===== src/rtl/alu_link_pkg.sv =====
// alu_link_pkg: shared frame constants, FSM state enums and the frame checksum helper.
package alu_link_pkg;

    localparam logic [7:0] FRAME_HEADER = 8'hA5;
    localparam int         FRAME_BYTES  = 9;

    typedef enum logic [1:0] {ST_IDLE, ST_SEND, ST_FINISH} top_state_t;
    typedef enum logic [1:0] {BIT_IDLE, BIT_START, BIT_DATA, BIT_STOP} ser_state_t;

    // Snapshot layout is {A, B, C, 3'b000, Flags}: its seven bytes are frame bytes 1..7.
    function automatic logic [7:0] frame_checksum(input logic [55:0] snap);
        logic [7:0] x;
        x = 8'h00;
        for (int k = 0; k < 7; k++) x ^= snap[8*k +: 8];
        return x;
    endfunction

endpackage


===== src/rtl/uart_tx_byte.sv =====
// uart_tx_byte: 8N1 byte serializer, each bit DIV clocks wide.
// Ports: CLOCK_50 clock, rst async reset, data/valid byte request,
//        ready (may accept a byte this cycle), txd registered line output.
module uart_tx_byte
    import alu_link_pkg::*;
#(
    parameter int DIV = 434
) (
    input  logic       CLOCK_50,
    input  logic       rst,
    input  logic [7:0] data,
    input  logic       valid,
    output logic       ready,
    output logic       txd
);
    localparam int CW = $clog2(DIV);

    ser_state_t    state_q, state_d;
    logic [CW-1:0] cnt_q, cnt_d;
    logic [2:0]    bit_q, bit_d;
    logic [7:0]    sh_q, sh_d;
    logic          txd_q, txd_d;
    logic          last;

    assign last  = cnt_q == CW'(DIV - 1);
    // Ready in the final stop-bit cycle lets the next start bit follow with no gap.
    assign ready = state_q == BIT_IDLE || (state_q == BIT_STOP && last);
    assign txd   = txd_q;

    always_comb begin
        state_d = state_q;
        cnt_d   = (state_q == BIT_IDLE || last) ? '0 : cnt_q + CW'(1);
        bit_d   = bit_q;
        sh_d    = sh_q;
        txd_d   = txd_q;
        if (valid && ready) begin
            state_d = BIT_START;
            cnt_d   = '0;
            bit_d   = '0;
            sh_d    = data;
            txd_d   = 1'b0;
        end else if (last) begin
            case (state_q)
                BIT_START: begin
                    state_d = BIT_DATA;
                    txd_d   = sh_q[0];
                end
                BIT_DATA: begin
                    if (bit_q == 3'd7) begin
                        state_d = BIT_STOP;
                        txd_d   = 1'b1;
                    end else begin
                        bit_d = bit_q + 3'd1;
                        sh_d  = sh_q >> 1;
                        txd_d = sh_q[1];
                    end
                end
                BIT_STOP: state_d = BIT_IDLE;
                default:  state_d = BIT_IDLE;
            endcase
        end
    end

    always_ff @(posedge CLOCK_50 or posedge rst) begin
        if (rst) begin
            state_q <= BIT_IDLE;
            cnt_q   <= '0;
            bit_q   <= '0;
            sh_q    <= '0;
            txd_q   <= 1'b1;
        end else begin
            state_q <= state_d;
            cnt_q   <= cnt_d;
            bit_q   <= bit_d;
            sh_q    <= sh_d;
            txd_q   <= txd_d;
        end
    end

endmodule


===== src/rtl/alu_frame_tx.sv =====
// alu_frame_tx: snapshots A/B/C/Flags on start and sends a 9-byte checksummed 8N1 frame.
// Ports: CLOCK_50 clock, rst async reset, start request, A/B/C/Flags ALU state,
//        txd UART line, busy frame in flight, done completion pulse, overrun sticky flag.
module alu_frame_tx
    import alu_link_pkg::*;
#(
    parameter int CLK_HZ = 50_000_000,
    parameter int BAUD   = 115_200
) (
    input  logic        CLOCK_50,
    input  logic        rst,
    input  logic        start,
    input  logic [15:0] A,
    input  logic [15:0] B,
    input  logic [15:0] C,
    input  logic [4:0]  Flags,
    output logic        txd,
    output logic        busy,
    output logic        done,
    output logic        overrun
);
    localparam int DIV = (CLK_HZ + BAUD / 2) / BAUD;

    top_state_t  state_q, state_d;
    logic [3:0]  idx_q, idx_d;
    logic [55:0] snap_q, snap_d;
    logic        busy_q, busy_d, done_q, done_d, ovr_q, ovr_d;
    logic        ser_valid, ser_ready;
    logic [7:0]  ser_data, mux_byte;
    logic [3:0]  nxt;
    logic [55:0] snap_sh;

    // idx_q is the byte currently on the line; nxt selects the one to queue behind it.
    assign nxt      = idx_q + 4'd1;
    assign snap_sh  = snap_q << {nxt[2:0] - 3'd1, 3'b000};
    assign mux_byte = nxt == 4'(FRAME_BYTES - 1) ? frame_checksum(snap_q) : snap_sh[55:48];

    assign busy    = busy_q;
    assign done    = done_q;
    assign overrun = ovr_q;

    // The header byte needs no snapshot, so it is handed to the serializer on the
    // accepting edge itself and the start bit appears right after that edge.
    always_comb begin
        state_d   = state_q;
        idx_d     = idx_q;
        snap_d    = snap_q;
        busy_d    = busy_q;
        done_d    = 1'b0;
        ovr_d     = ovr_q | (start & busy_q);
        ser_valid = 1'b0;
        ser_data  = FRAME_HEADER;
        if (state_q == ST_SEND) begin
            if (ser_ready) begin
                if (idx_q == 4'(FRAME_BYTES - 1)) begin
                    state_d = ST_FINISH;
                    busy_d  = 1'b0;
                    done_d  = 1'b1;
                end else begin
                    ser_valid = 1'b1;
                    ser_data  = mux_byte;
                    idx_d     = nxt;
                end
            end
        end else if (start) begin
            state_d   = ST_SEND;
            busy_d    = 1'b1;
            idx_d     = '0;
            snap_d    = {A, B, C, 3'b000, Flags};
            ser_valid = 1'b1;
        end else begin
            state_d = ST_IDLE;
        end
    end

    always_ff @(posedge CLOCK_50 or posedge rst) begin
        if (rst) begin
            state_q <= ST_IDLE;
            idx_q   <= '0;
            snap_q  <= '0;
            busy_q  <= 1'b0;
            done_q  <= 1'b0;
            ovr_q   <= 1'b0;
        end else begin
            state_q <= state_d;
            idx_q   <= idx_d;
            snap_q  <= snap_d;
            busy_q  <= busy_d;
            done_q  <= done_d;
            ovr_q   <= ovr_d;
        end
    end

    uart_tx_byte #(.DIV(DIV)) u_ser (
        .CLOCK_50 (CLOCK_50),
        .rst      (rst),
        .data     (ser_data),
        .valid    (ser_valid),
        .ready    (ser_ready),
        .txd      (txd)
    );

endmodule


===== config.mk =====
export PLATFORM = sky130hd
export DESIGN_NAME = alu_frame_tx
export DESIGN_NICKNAME = d
export VERILOG_FILES = /design/src/rtl/alu_link_pkg.sv /design/src/rtl/uart_tx_byte.sv /design/src/rtl/alu_frame_tx.sv
export SDC_FILE = /design/constraint.sdc
export NUM_CORES = 1
export LEC_CHECK = 0
export BUFFER_PORTS_ARGS = -buffer_cell sky130_fd_sc_hd__buf_2
export CAP_MARGIN = 30
export CELL_PAD_IN_SITES_DETAIL_PLACEMENT = 0
export CELL_PAD_IN_SITES_GLOBAL_PLACEMENT = 1
export CORE_MARGIN = 2
export CORE_UTILIZATION = 50
export DETAILED_ROUTE_END_ITERATION = 12
export MAX_ROUTING_LAYER = met4
export PLACE_DENSITY = 0.9
export REMOVE_ABC_BUFFERS = 1
export SETUP_SLACK_MARGIN = 0.2
export SYNTH_ARGS = -nofsm -noshare
export SYNTH_HDL_FRONTEND = slang
export SYNTH_HIERARCHICAL = 1
export SYNTH_SLANG_ARGS = --single-unit

===== constraint.sdc =====
create_clock -name CLOCK_50 -period 4 [get_ports CLOCK_50]
set_clock_uncertainty 0.05 [all_clocks]
set_input_delay 0.4 -clock CLOCK_50 [delete_from_list [all_inputs] [get_ports CLOCK_50]]
set_output_delay 0.4 -clock CLOCK_50 [all_outputs]
set_load 0.005 [all_outputs]

==> key figures, run 1 <==
Status
  • Outcome: finished clean

Detailed routing
  • Final wirelength: 8580 um
  • 1st-pass router iterations: 4
  • Detail Route Antenna Nets: 0
  • Via/cell ratio: 5.46
  • Vias: 3056
  • Initial DRC Count: 135
  • WL/cell: 15.3 um
  • DRC: 0

Critical path
  • Worst r2r src: u_ser/cnt_q[2]
  • Top fanout value on the critical path: 11
  • CP Capture Type: flip-flop
  • Crit path DAT: 3170 ps
  • Worst setup startpoint: u_ser/cnt_q[2]
  • Setup Crit Path Kind: flip-flop to flip-flop
  • CP Launch Type: flip-flop
  • Req. time, crit path: 4190 ps

Timing
  • Final worst slack: 1020 ps
  • Slew HR: 0.404
  • Endpoints failing hold: 0
  • Fmax: 336 MHz
  • Final min period: 2980 ps
  • Slew @ Worst Pin: 893 ps
  • RSZ-0062 raised after global routing: no
  • Slew Limit Fails: 0
  • Setup-failing EPs final: 0
  • Setup TNS: 0 ps
  • Ratio of final minimum period to clock period: 0.744

Power and ir drop
  • Pwr dens: 399 nW/um^2
  • Sw power: 550 uW
  • Clk pwr share: 0.335
  • Internal Power: 1530 uW
  • Flop pwr share: 0.477
  • Sw Ratio: 0.265
  • Peak supply drop: 0.000236 V
  • Leakage: 0.00241 uW
  • Comb pwr share: 0.189

Floorplanning
  • I/O pin cnt: 60
  • Rows: 35
  • Die width: 100 um
  • Full die area: 10000 sq um
  • Initial Util: 0.508
  • Die Span Y: 100 um
  • Core box area: 9110 sq um

Flow run
  • Max Cap Viol: 0

Synthesis
  • Synth Flop Type: dfrtp_1
  • Synth Warn #: 6
  • Synthesized area per cell: 11.9 sq um
  • Cells after Synth: 389
  • Synthesized flop and latch total: 85
  • Number of flops mapped to enable cells by yosys: 0
  • Async set-reset flop share out of synthesis: 1.00
  • Synth unique cells: 53
  • Seq/Total Area, Yosys: 0.460
  • Post-Syn Area: 4630 sq um

Global route
  • Initial antenna violation count: 0
  • Global-route wire length before repair: 14400 um
  • Total grt overflow: 0
  • Largest net degree at the start of global routing: 48
  • Number of global-route vias before repair: 3128
  • Total track usage: 0.186

Placed design
  • Final GP Congestion: 0.801
  • Post-place setup slack: 1070 ps
  • Post-Place Cells: 544
  • PortBufs: 59
  • Dpl hpwl: 6290 um

CTS
  • Clock-pin slew on the worst setup and hold paths: 100 ps
  • Sink Count: 85
  • Root Driver: clkbuf_8
  • CTS Hold Buffers Added: 0
  • Worst-skew pair later-pin latency: 360 ps
  • CTS max path bufs: 2
  • # H-tree levels: 3
  • Post-cts sizing count: 0
  • CTS buffer count: 9
  • CTS tree: yes
  • Post-CTS Setup Inserts: 0

Hold path
  • Worst hold path class: primary input to async pin

Finish
  • Layout Nets: 510
  • Area grow syn2layout: 12.3%
  • Fin cells: 560
  • Antenna diodes: 0
  • Register area: 2130 sq um
  • Fill cell count: 798
  • Layout cells sized above 1: 0.356
  • Area of the multi-input gates: 2320 sq um
[power by group through the flow]
stage                     combinational (uW)  clock, uW  sequential (uW)
final                                    392        695              989
after global routing                     429        749              998
after CTS                                399        712              989
after detailed placement                 396          0             1010
after global placement                   383          0             1000
after floorplan                          316          0              988
[cell usage after synthesis (4+ instances only)]
cell type,count,area share
a221o_1,5,0.011
a31o_2,6,0.011
a31oi_1,5,0.0068
buf_2,7,0.0076
buf_6,5,0.012
clkbuf_1,4,0.0032
dfrtp_1,84,0.45
ha_1,10,0.027
inv_1,14,0.011
mux2_2,58,0.14
mux2i_1,12,0.026
mux4_2,4,0.019
nand2_1,16,0.013
nand2b_1,4,0.0054
nand3_1,10,0.011
nor2_1,26,0.021
o21ai_0,8,0.0087
o22ai_1,5,0.0068
o2bb2ai_1,6,0.011
xnor2_1,40,0.076
xor2_1,13,0.025
[registers in the layout, indices dropped and copies added (netlist names)]
signal         flops
snap_q            53
u_ser/cnt_q        9
u_ser/sh_q         8
idx_q              4
u_ser/bit_q        3
state_q            2
u_ser/state_q      2
busy               1
done               1
overrun            1
u_ser/txd          1
[cell usage in the layout, fill, tap and decap left out, types with 10 or more instances in the layout]
cell type  netlist  routed
nand3_1         10      10
xor2_1          13      13
nor2_1          26      26
clkbuf_8         0      10
inv_1           14      13
dfrtp_1         84      84
nand2_1         16      16
mux2i_1         12      12
xnor2_1         40      40
ha_1            10      10
mux2_2          58      58
buf_2            7      59
[critical path, stage by stage (launching register included)]
cell and delay, ps:
dfrtp_1 460, nor4b_4 470, a31oi_4 210, inv_1 150, nand3_1 310, nand2_1 410, o21ai_0 140, and4_2 310
o2bb2ai_1 140, a31o_2 220
[area by class of cell]
class                   instances  share of cell area
multi-input cells             271               0.447
flip-flops and latches         85               0.409
repair buffers                 63              0.0626
well taps                     111              0.0267
clock buffers                  10              0.0265
clock inverters                 6              0.0181
inverters                      14              0.0101
[cell families after synthesis]
logic type,share of synthesized area
AOI/OAI and AO/OA,0.0889
buffers and inverters,0.0392
muxes,0.198
DFF,0.460
adders and majority gates,0.0270
and+or+nand+nor,0.0868
xor gates and xnor gates,0.100
[per-stage QoR]
| step | utilization | hold WS (ps) | area, sq um | power [uW] |
|---|---|---|---|---|
| global placement | 0.545 | 384 | 4970 | 1390 |
| floorplan | - | 351 | 4500 | 1300 |
| global route | 0.571 | 196 | 5200 | 2180 |
| CTS | 0.571 | 188 | 5200 | 2100 |
| detailed placement | 0.545 | 398 | 4970 | 1400 |
| finish | 0.571 | 153 | 5200 | 2080 |
[final timing paths]
| kind | to | slack, ps | cells past startpoint |
|---|---|---|---|
| min in group CLOCK_50 | snap_q[43] | 210 | 2 |
| worst max register to register | u_ser/sh_q[5] | 1020 | 9 |
| worst max-delay path | u_ser/sh_q[5] | 1020 | 9 |
| worst min-delay path | idx_q[2] | 150 | 2 |
| max in group asynchronous | snap_q[37] | 2930 | 3 |
| worst min register to register | overrun | 420 | 1 |
[routing by layer]
layer / global-route usage / vias up / part of all wire
met1: 0.228 / 1510 / 0.44
met2: 0.311 / 56 / 0.51
met4: 0.0580 / 0 / 0.0089
li1: - / 1483 / -
met3: 0.0355 / 7 / 0.035
met5: - / - / 0
No activity file was read; power rests on OpenSTA's default activity.
==> run 2, diff against run 1 <==
--- a/config.mk
+++ b/config.mk
@@ -10,10 +10,10 @@
 export CELL_PAD_IN_SITES_DETAIL_PLACEMENT = 0
 export CELL_PAD_IN_SITES_GLOBAL_PLACEMENT = 1
 export CORE_MARGIN = 2
-export CORE_UTILIZATION = 50
+export CORE_UTILIZATION = 42
 export DETAILED_ROUTE_END_ITERATION = 12
 export MAX_ROUTING_LAYER = met4
-export PLACE_DENSITY = 0.9
+export PLACE_DENSITY = 0.81
 export REMOVE_ABC_BUFFERS = 1
 export SETUP_SLACK_MARGIN = 0.2
 export SYNTH_ARGS = -nofsm -noshare
==> constraint.sdc (replaced) <==
create_clock -name CLOCK_50 -period 2.57 [get_ports CLOCK_50]
set_clock_uncertainty 0.05 [all_clocks]
set_input_delay 0.257 -clock CLOCK_50 [delete_from_list [all_inputs] [get_ports CLOCK_50]]
set_output_delay 0.257 -clock CLOCK_50 [all_outputs]
set_load 0.005 [all_outputs]
==> key figures, run 2 (synthesis gave the netlist of run 1 again) <==
Status
  • Outcome: finished clean

Timing
  • Fmax: 447 MHz (+33%)
  • Setup-failing EPs final: 0 (unchanged)
  • Final min period: 2240 ps (-738 ps)
  • Ratio of final minimum period to clock period: 0.871 (+0.127)
  • Endpoints failing hold: 0 (unchanged)
  • RSZ-0062 raised after global routing: no
  • Slew HR: 0.402 (-0.00188)
  • Slew Limit Fails: 0 (unchanged)
  • Final worst slack: 332 ps (-692 ps)
  • Slew @ Worst Pin: 896 ps (+2.82 ps)

Detailed routing
  • Vias: 3086 (+0.98%)
  • Initial DRC Count: 142 (+5.2%)
  • 1st-pass router iterations: 4 (unchanged)
  • Detail Route Antenna Nets: 0 (unchanged)
  • WL/cell: 14.6 um (-4.5%)
  • Final wirelength: 8830 um (+2.8%)
  • Via/cell ratio: 5.12 (-6.2%)
  • DRC: 0 (unchanged)

Critical path
  • Top delay family on crit path: compound AO/OA/AOI/OAI gates
  • Crit path largest cell delay: 380 ps (-90 ps)
  • Crit path top cell by count: o22ai_1
  • Setup Crit Path Kind: flip-flop to flip-flop
  • CP Capture Type: flip-flop
  • Top fanout value on the critical path: 14 (+3)
  • Worst path cell trace: inv_1 -> ha_4 -> buf_4 -> mux2_2 -> o22ai_1 -> a221o_1 -> o22ai_1 -> nand2_1 -> o2bb2ai_1 -> a31o_2
  • CP Launch Type: flip-flop
  • Req. time, crit path: 2770 ps (-1420 ps)
  • Crit path DAT: 2440 ps (-730 ps)
  • Slowest-stage cell, CP: dfrtp_2
  • Worst path buffer plus inverter count: 2 (+1)

Power and ir drop
  • Sw Ratio: 0.265 (about the same)
  • Flop pwr share: 0.495 (+0.018)
  • Pwr dens: 582 nW/um^2 (+46%)
  • Leakage: 0.00245 uW (+1.7%)
  • Comb pwr share: 0.202 (+0.013)
  • Internal Power: 2280 uW (+49%)
  • Final Total Pwr: 3100 uW (+49%)
  • Peak supply drop: 0.000341 V (+45%)
  • Sw power: 823 uW (+50%)
  • Clk pwr share: 0.303 (-0.032)

Finish
  • Area grow syn2layout: 15.2%
  • Max FFs per register: 53 (unchanged)
  • Finished Core Util: 0.494 (-0.0766)
  • Commonest non-fill, non-tap cell in the layout: dfrtp_1
  • Layout cells sized above 1: 0.387 (+0.0303)
  • Biggest regs: snap_q: 53 flops, u_ser/cnt_q: 9 flops, u_ser/sh_q: 8 flops
  • Largest Register: snap_q
  • Fin area: 5330 sq um (+2.6%)
  • Fin cells: 603 (+7.7%)
  • Antenna diodes: 0 (unchanged)
  • Layout Nets: 524 (+2.7%)
  • Most frequent cells in the layout: 83 x dfrtp_1, 59 x buf_2, 58 x mux2_2, 40 x xnor2_1, 26 x nor2_1

CTS
  • CTS tree: yes
  • CTS buffer count: 9 (unchanged)
  • Worst-skew pair later-pin latency: 360 ps (about the same)
  • CTS max path bufs: 2 (unchanged)
  • Clock-pin slew on the worst setup and hold paths: 80 ps (-20 ps)
  • # H-tree levels: 3 (unchanged)
  • Sink Count: 85 (unchanged)
  • Root Driver: clkbuf_8

Hold path
  • Worst hold path class: primary input to flip-flop

Global route
  • Total track usage: 0.165 (-0.0205)
  • Number of global-route vias before repair: 3066 (-2.0%)
  • Largest net degree at the start of global routing: 38 (-21%)
  • Global-route wire length before repair: 14800 um (+2.8%)
  • Initial antenna violation count: 0 (unchanged)
  • Total grt overflow: 0 (unchanged)

Floorplanning
  • Initial Util: 0.429 (-0.0793)
  • Core box area: 10800 sq um (+18%)
  • Die width: 109 um (+8.7%)
  • Full die area: 11900 sq um (+18%)
  • Rows: 38 (+8.6%)
  • Die Span Y: 109 um (+8.7%)
  • I/O pin cnt: 60 (unchanged)

Placed design
  • Final GP Congestion: 0.833 (+4.0%)
  • Dpl hpwl: 6540 um (+3.9%)
  • Post-Place Cells: 583 (+7.2%)
  • Post-place setup slack: 158 ps (-916 ps)
  • Placed inst area: 5080 sq um (+2.2%)
  • PortBufs: 59 (unchanged)

Flow run
  • Max Cap Viol: 0 (unchanged)
[run 2: per-stage QoR]
stage                     hold WS (ps)  setup TNS, ps
after floorplan                    208          -9710
after global placement             344              0
after detailed placement           340              0
after CTS                         51.5              0
after global routing              52.4              0
final                             67.6              0
[run 2: cell type report]
cell class / count / area, sq um
Sequential cell: 85 / 2130
Clock inverter: 4 / 47.5
Multi-Input combinational cell: 271 / 2350
Inverter: 14 / 52.6
Timing Repair Buffer: 77 / 433
Clock buffer: 12 / 145
Tap cell: 140 / 175
Fill cell: 934 / 5460
[run 2: what timing repair did]
item	4_1_cts	5_1_grt
endpoints found under the hold margin	30	0
gates cloned	0	0
pin swaps	0	3
buffers inserted	0	3
setup endpoints to repair	6	9
resized for setup	2	7
hold buffers	1	0
[run 2: worst paths after layout]
path	startpoint	to	slack, ps	cells after the start
setup / recovery	idx_q[1]	u_ser/sh_q[1]	330	10
hold reg to reg	overrun	overrun	400	1
min in group asynchronous	rst	done	500	3
max in group asynchronous	rst	snap_q[32]	1270	4
hold / removal	A[14]	snap_q[54]	70	2
setup reg to reg	idx_q[1]	u_ser/sh_q[1]	330	10
[run 2: routing by layer]
layer,global-route usage,part of all wire,vias to the layer above
li1,-,-,1518
met1,0.219,0.48,1511
met4,0.0568,0.014,0
met2,0.250,0.48,44
met5,-,0,-
met3,0.0377,0.032,13
[run 2: power groups by stage]
stage / Clock [uW] / Combinational (uW) / Sequential, uW
3_3_place_gp: 0 / 614 / 1560
6_report: 940 / 626 / 1540
4_1_cts: 972 / 627 / 1540
2_1_floorplan: 0 / 492 / 1540
3_5_place_dp: 0 / 624 / 1560
5_1_grt: 1030 / 695 / 1550
==> run 3, diff against run 2 <==
--- a/config.mk
+++ b/config.mk
@@ -9,7 +9,8 @@
 export CAP_MARGIN = 30
 export CELL_PAD_IN_SITES_DETAIL_PLACEMENT = 0
 export CELL_PAD_IN_SITES_GLOBAL_PLACEMENT = 1
-export CORE_MARGIN = 2
+export CORE_ASPECT_RATIO = 1.2
+export CORE_MARGIN = 3
 export CORE_UTILIZATION = 42
 export DETAILED_ROUTE_END_ITERATION = 12
 export MAX_ROUTING_LAYER = met4
==> key figures, run 3 (synthesis gave the netlist of run 1 again) <==
Finish
  • Most frequent cells in the layout: 84 x dfrtp_1, 59 x buf_2, 58 x mux2_2, 40 x xnor2_1, 26 x nor2_1
  • Layout cells sized above 1: 0.379 (-0.00752)
  • Layout Nets: 521 (-0.57%)
  • Antenna diodes: 0 (unchanged)
  • Largest Register: snap_q
  • Commonest non-fill, non-tap cell in the layout: dfrtp_1
  • Fin area: 5390 sq um (+1.1%)
  • Fin cells: 588 (-2.5%)
  • Area grow syn2layout: 16.4%
  • Finished Core Util: 0.507 (+0.0135)
  • Biggest regs: snap_q: 53 flops, u_ser/cnt_q: 9 flops, u_ser/sh_q: 8 flops
  • Max FFs per register: 53 (unchanged)

CTS
  • Worst-skew pair later-pin latency: 330 ps (-30 ps)
  • # H-tree levels: 3 (unchanged)
  • CTS max path bufs: 2 (unchanged)
  • Clock-pin slew on the worst setup and hold paths: 60 ps (-20 ps)
  • CTS buffer count: 9 (unchanged)
  • Sink Count: 85 (unchanged)
  • CTS tree: yes
  • Root Driver: clkbuf_16

Power and ir drop
  • Peak supply drop: 0.000417 V (+22%)
  • Comb pwr share: 0.187 (-0.015)
  • Clk pwr share: 0.357 (+0.054)
  • Flop pwr share: 0.456 (-0.039)
  • Internal Power: 2540 uW (+11%)
  • Pwr dens: 627 nW/um^2 (+7.8%)
  • Leakage: 0.00248 uW (+1.4%)
  • Sw power: 846 uW (+2.7%)
  • Sw Ratio: 0.250 (-0.0152)

Timing
  • Ratio of final minimum period to clock period: 0.898 (+0.0270)
  • RSZ-0062 raised after global routing: yes
  • Final min period: 2310 ps (+69.5 ps)
  • Slew Limit Fails: 0 (unchanged)
  • Setup-failing EPs final: 0 (unchanged)
  • Fmax: 433 MHz (-3.0%)
  • Endpoints failing hold: 0 (unchanged)
  • Fin Hold WS: 102 ps (+34.3 ps)
  • Slew HR: 0.404 (+0.00141)
  • Final worst slack: 262 ps (-69.5 ps)
  • Slew @ Worst Pin: 893 ps (-2.11 ps)

Global route
  • Number of global-route vias before repair: 3225 (+5.2%)
  • Global-route wire length before repair: 15700 um (+6.0%)
  • Total grt overflow: 0 (unchanged)
  • Largest net degree at the start of global routing: 40 (+5.3%)
  • Total track usage: 0.166 (+0.000587)
  • Initial antenna violation count: 0 (unchanged)

Detailed routing
  • 1st-pass router iterations: 4 (unchanged)
  • WL/cell: 15.4 um (+5.1%)
  • Detail Route Antenna Nets: 0 (unchanged)
  • Initial DRC Count: 86 (-39%)
  • DRC: 0 (unchanged)
  • Via/cell ratio: 5.25 (+2.6%)
  • Final wirelength: 9050 um (+2.5%)
  • Vias: 3086 (unchanged)

Floorplanning
  • Core box area: 10600 sq um (-1.6%)
  • Rows: 41 (+7.9%)
  • I/O pin cnt: 60 (unchanged)
  • Full die area: 12300 sq um (+3.7%)
  • Die Span Y: 121 um (+11%)
  • Initial Util: 0.436 (+0.00702)
  • Die width: 102 um (-6.6%)

Placed design
  • Post-place setup slack: 209 ps (+50.6 ps)
  • Placed inst area: 5060 sq um (-0.42%)
  • PortBufs: 59 (unchanged)
  • Post-Place Cells: 571 (-2.1%)
  • Final GP Congestion: 0.783 (-6.0%)
  • Dpl hpwl: 6700 um (+2.5%)

Critical path
  • Req. time, crit path: 2740 ps (-30 ps)
  • Crit path DAT: 2480 ps (+40 ps)
  • CP Capture Type: flip-flop
  • Setup Crit Path Kind: flip-flop to flip-flop
  • Top fanout value on the critical path: 14 (unchanged)
  • CP Launch Type: flip-flop

Hold path
  • Worst hold path class: primary input to flip-flop

Flow run
  • Max Cap Viol: 0 (unchanged)

Status
  • Outcome: finished clean
==> run 3: cell types whose count changed in the layout (fill, tap and decap cells not counted), sizes merged <==
cell and change:
bufinv -1, clkinv -1, buf -3, clkinvlp -1, clkbuf +2
==> run 3: path summary, 6_finish.rpt <==
path / from / end / slack (ps) / cells after the start
worst max-delay path: idx_q[1] / u_ser/sh_q[1] / 260 / 10
worst min-delay path: A[15] / snap_q[55] / 100 / 2
min in group asynchronous: rst / state_q[1] / 410 / 3
max in group asynchronous: rst / u_ser/sh_q[4] / 1290 / 3
worst max register to register: idx_q[1] / u_ser/sh_q[1] / 260 / 10
worst min register to register: overrun / overrun / 400 / 1
==> run 3: what timing repair did <==
item                                    in CTS  in global routing
resized for setup                            2                 13
pin swaps                                    0                  1
endpoints found under the setup margin       6                 13
hold endpoints to repair                    17                  0
setup buffers                                0                  1
hold buffers                                 1                  0
==> run 3: per-stage QoR <==
| stage | setup TNS [ps] | power [uW] |
|---|---|---|
| finish | 0 | 3380 |
| global route | 0 | 3570 |
| CTS | 0 | 3430 |
| detailed placement | 0 | 2190 |
| global placement | 0 | 2180 |
| floorplan | -9710 | 2030 |
==> run 3: critical path: stages (launching register included) <==
cell and delay, ps:
dfrtp_1 400, inv_1 60, ha_2 390, buf_6 200, mux2_2 350, o22ai_1 150, a221o_1 140, o22ai_1 90
nand2_1 80, o2bb2ai_1 70, a31o_2 210
==> run 3: power by group through the flow <==
stage	registers [uW]	clock network [uW]	logic, uW
after CTS	1540	1250	638
final	1540	1210	632
after global placement	1560	0	620
after global routing	1560	1310	701
after floorplan	1540	0	492
after detailed placement	1570	0	627
==> run 3: final cells by class <==
class | count | area [sq um]
clock buffers | 14 | 274
inverters | 14 | 52.6
multi-input cells | 271 | 2350
repair buffers | 74 | 418
clock inverters | 1 | 5.00
well taps | 129 | 161
flip-flops and latches | 85 | 2130
fillers | 940 | 5230
==> run 3: per-layer routing <==
| metal | share of wire | routed length (um) | vias up | track usage |
|---|---|---|---|---|
| li1 | - | - | 1499 | - |
| met1 | 0.44 | 4010 | 1516 | 0.211 |
| met2 | 0.50 | 4560 | 57 | 0.267 |
| met3 | 0.038 | 340 | 14 | 0.0316 |
| met4 | 0.015 | 137 | 0 | 0.0550 |
| met5 | 0 | 0 | - | - |
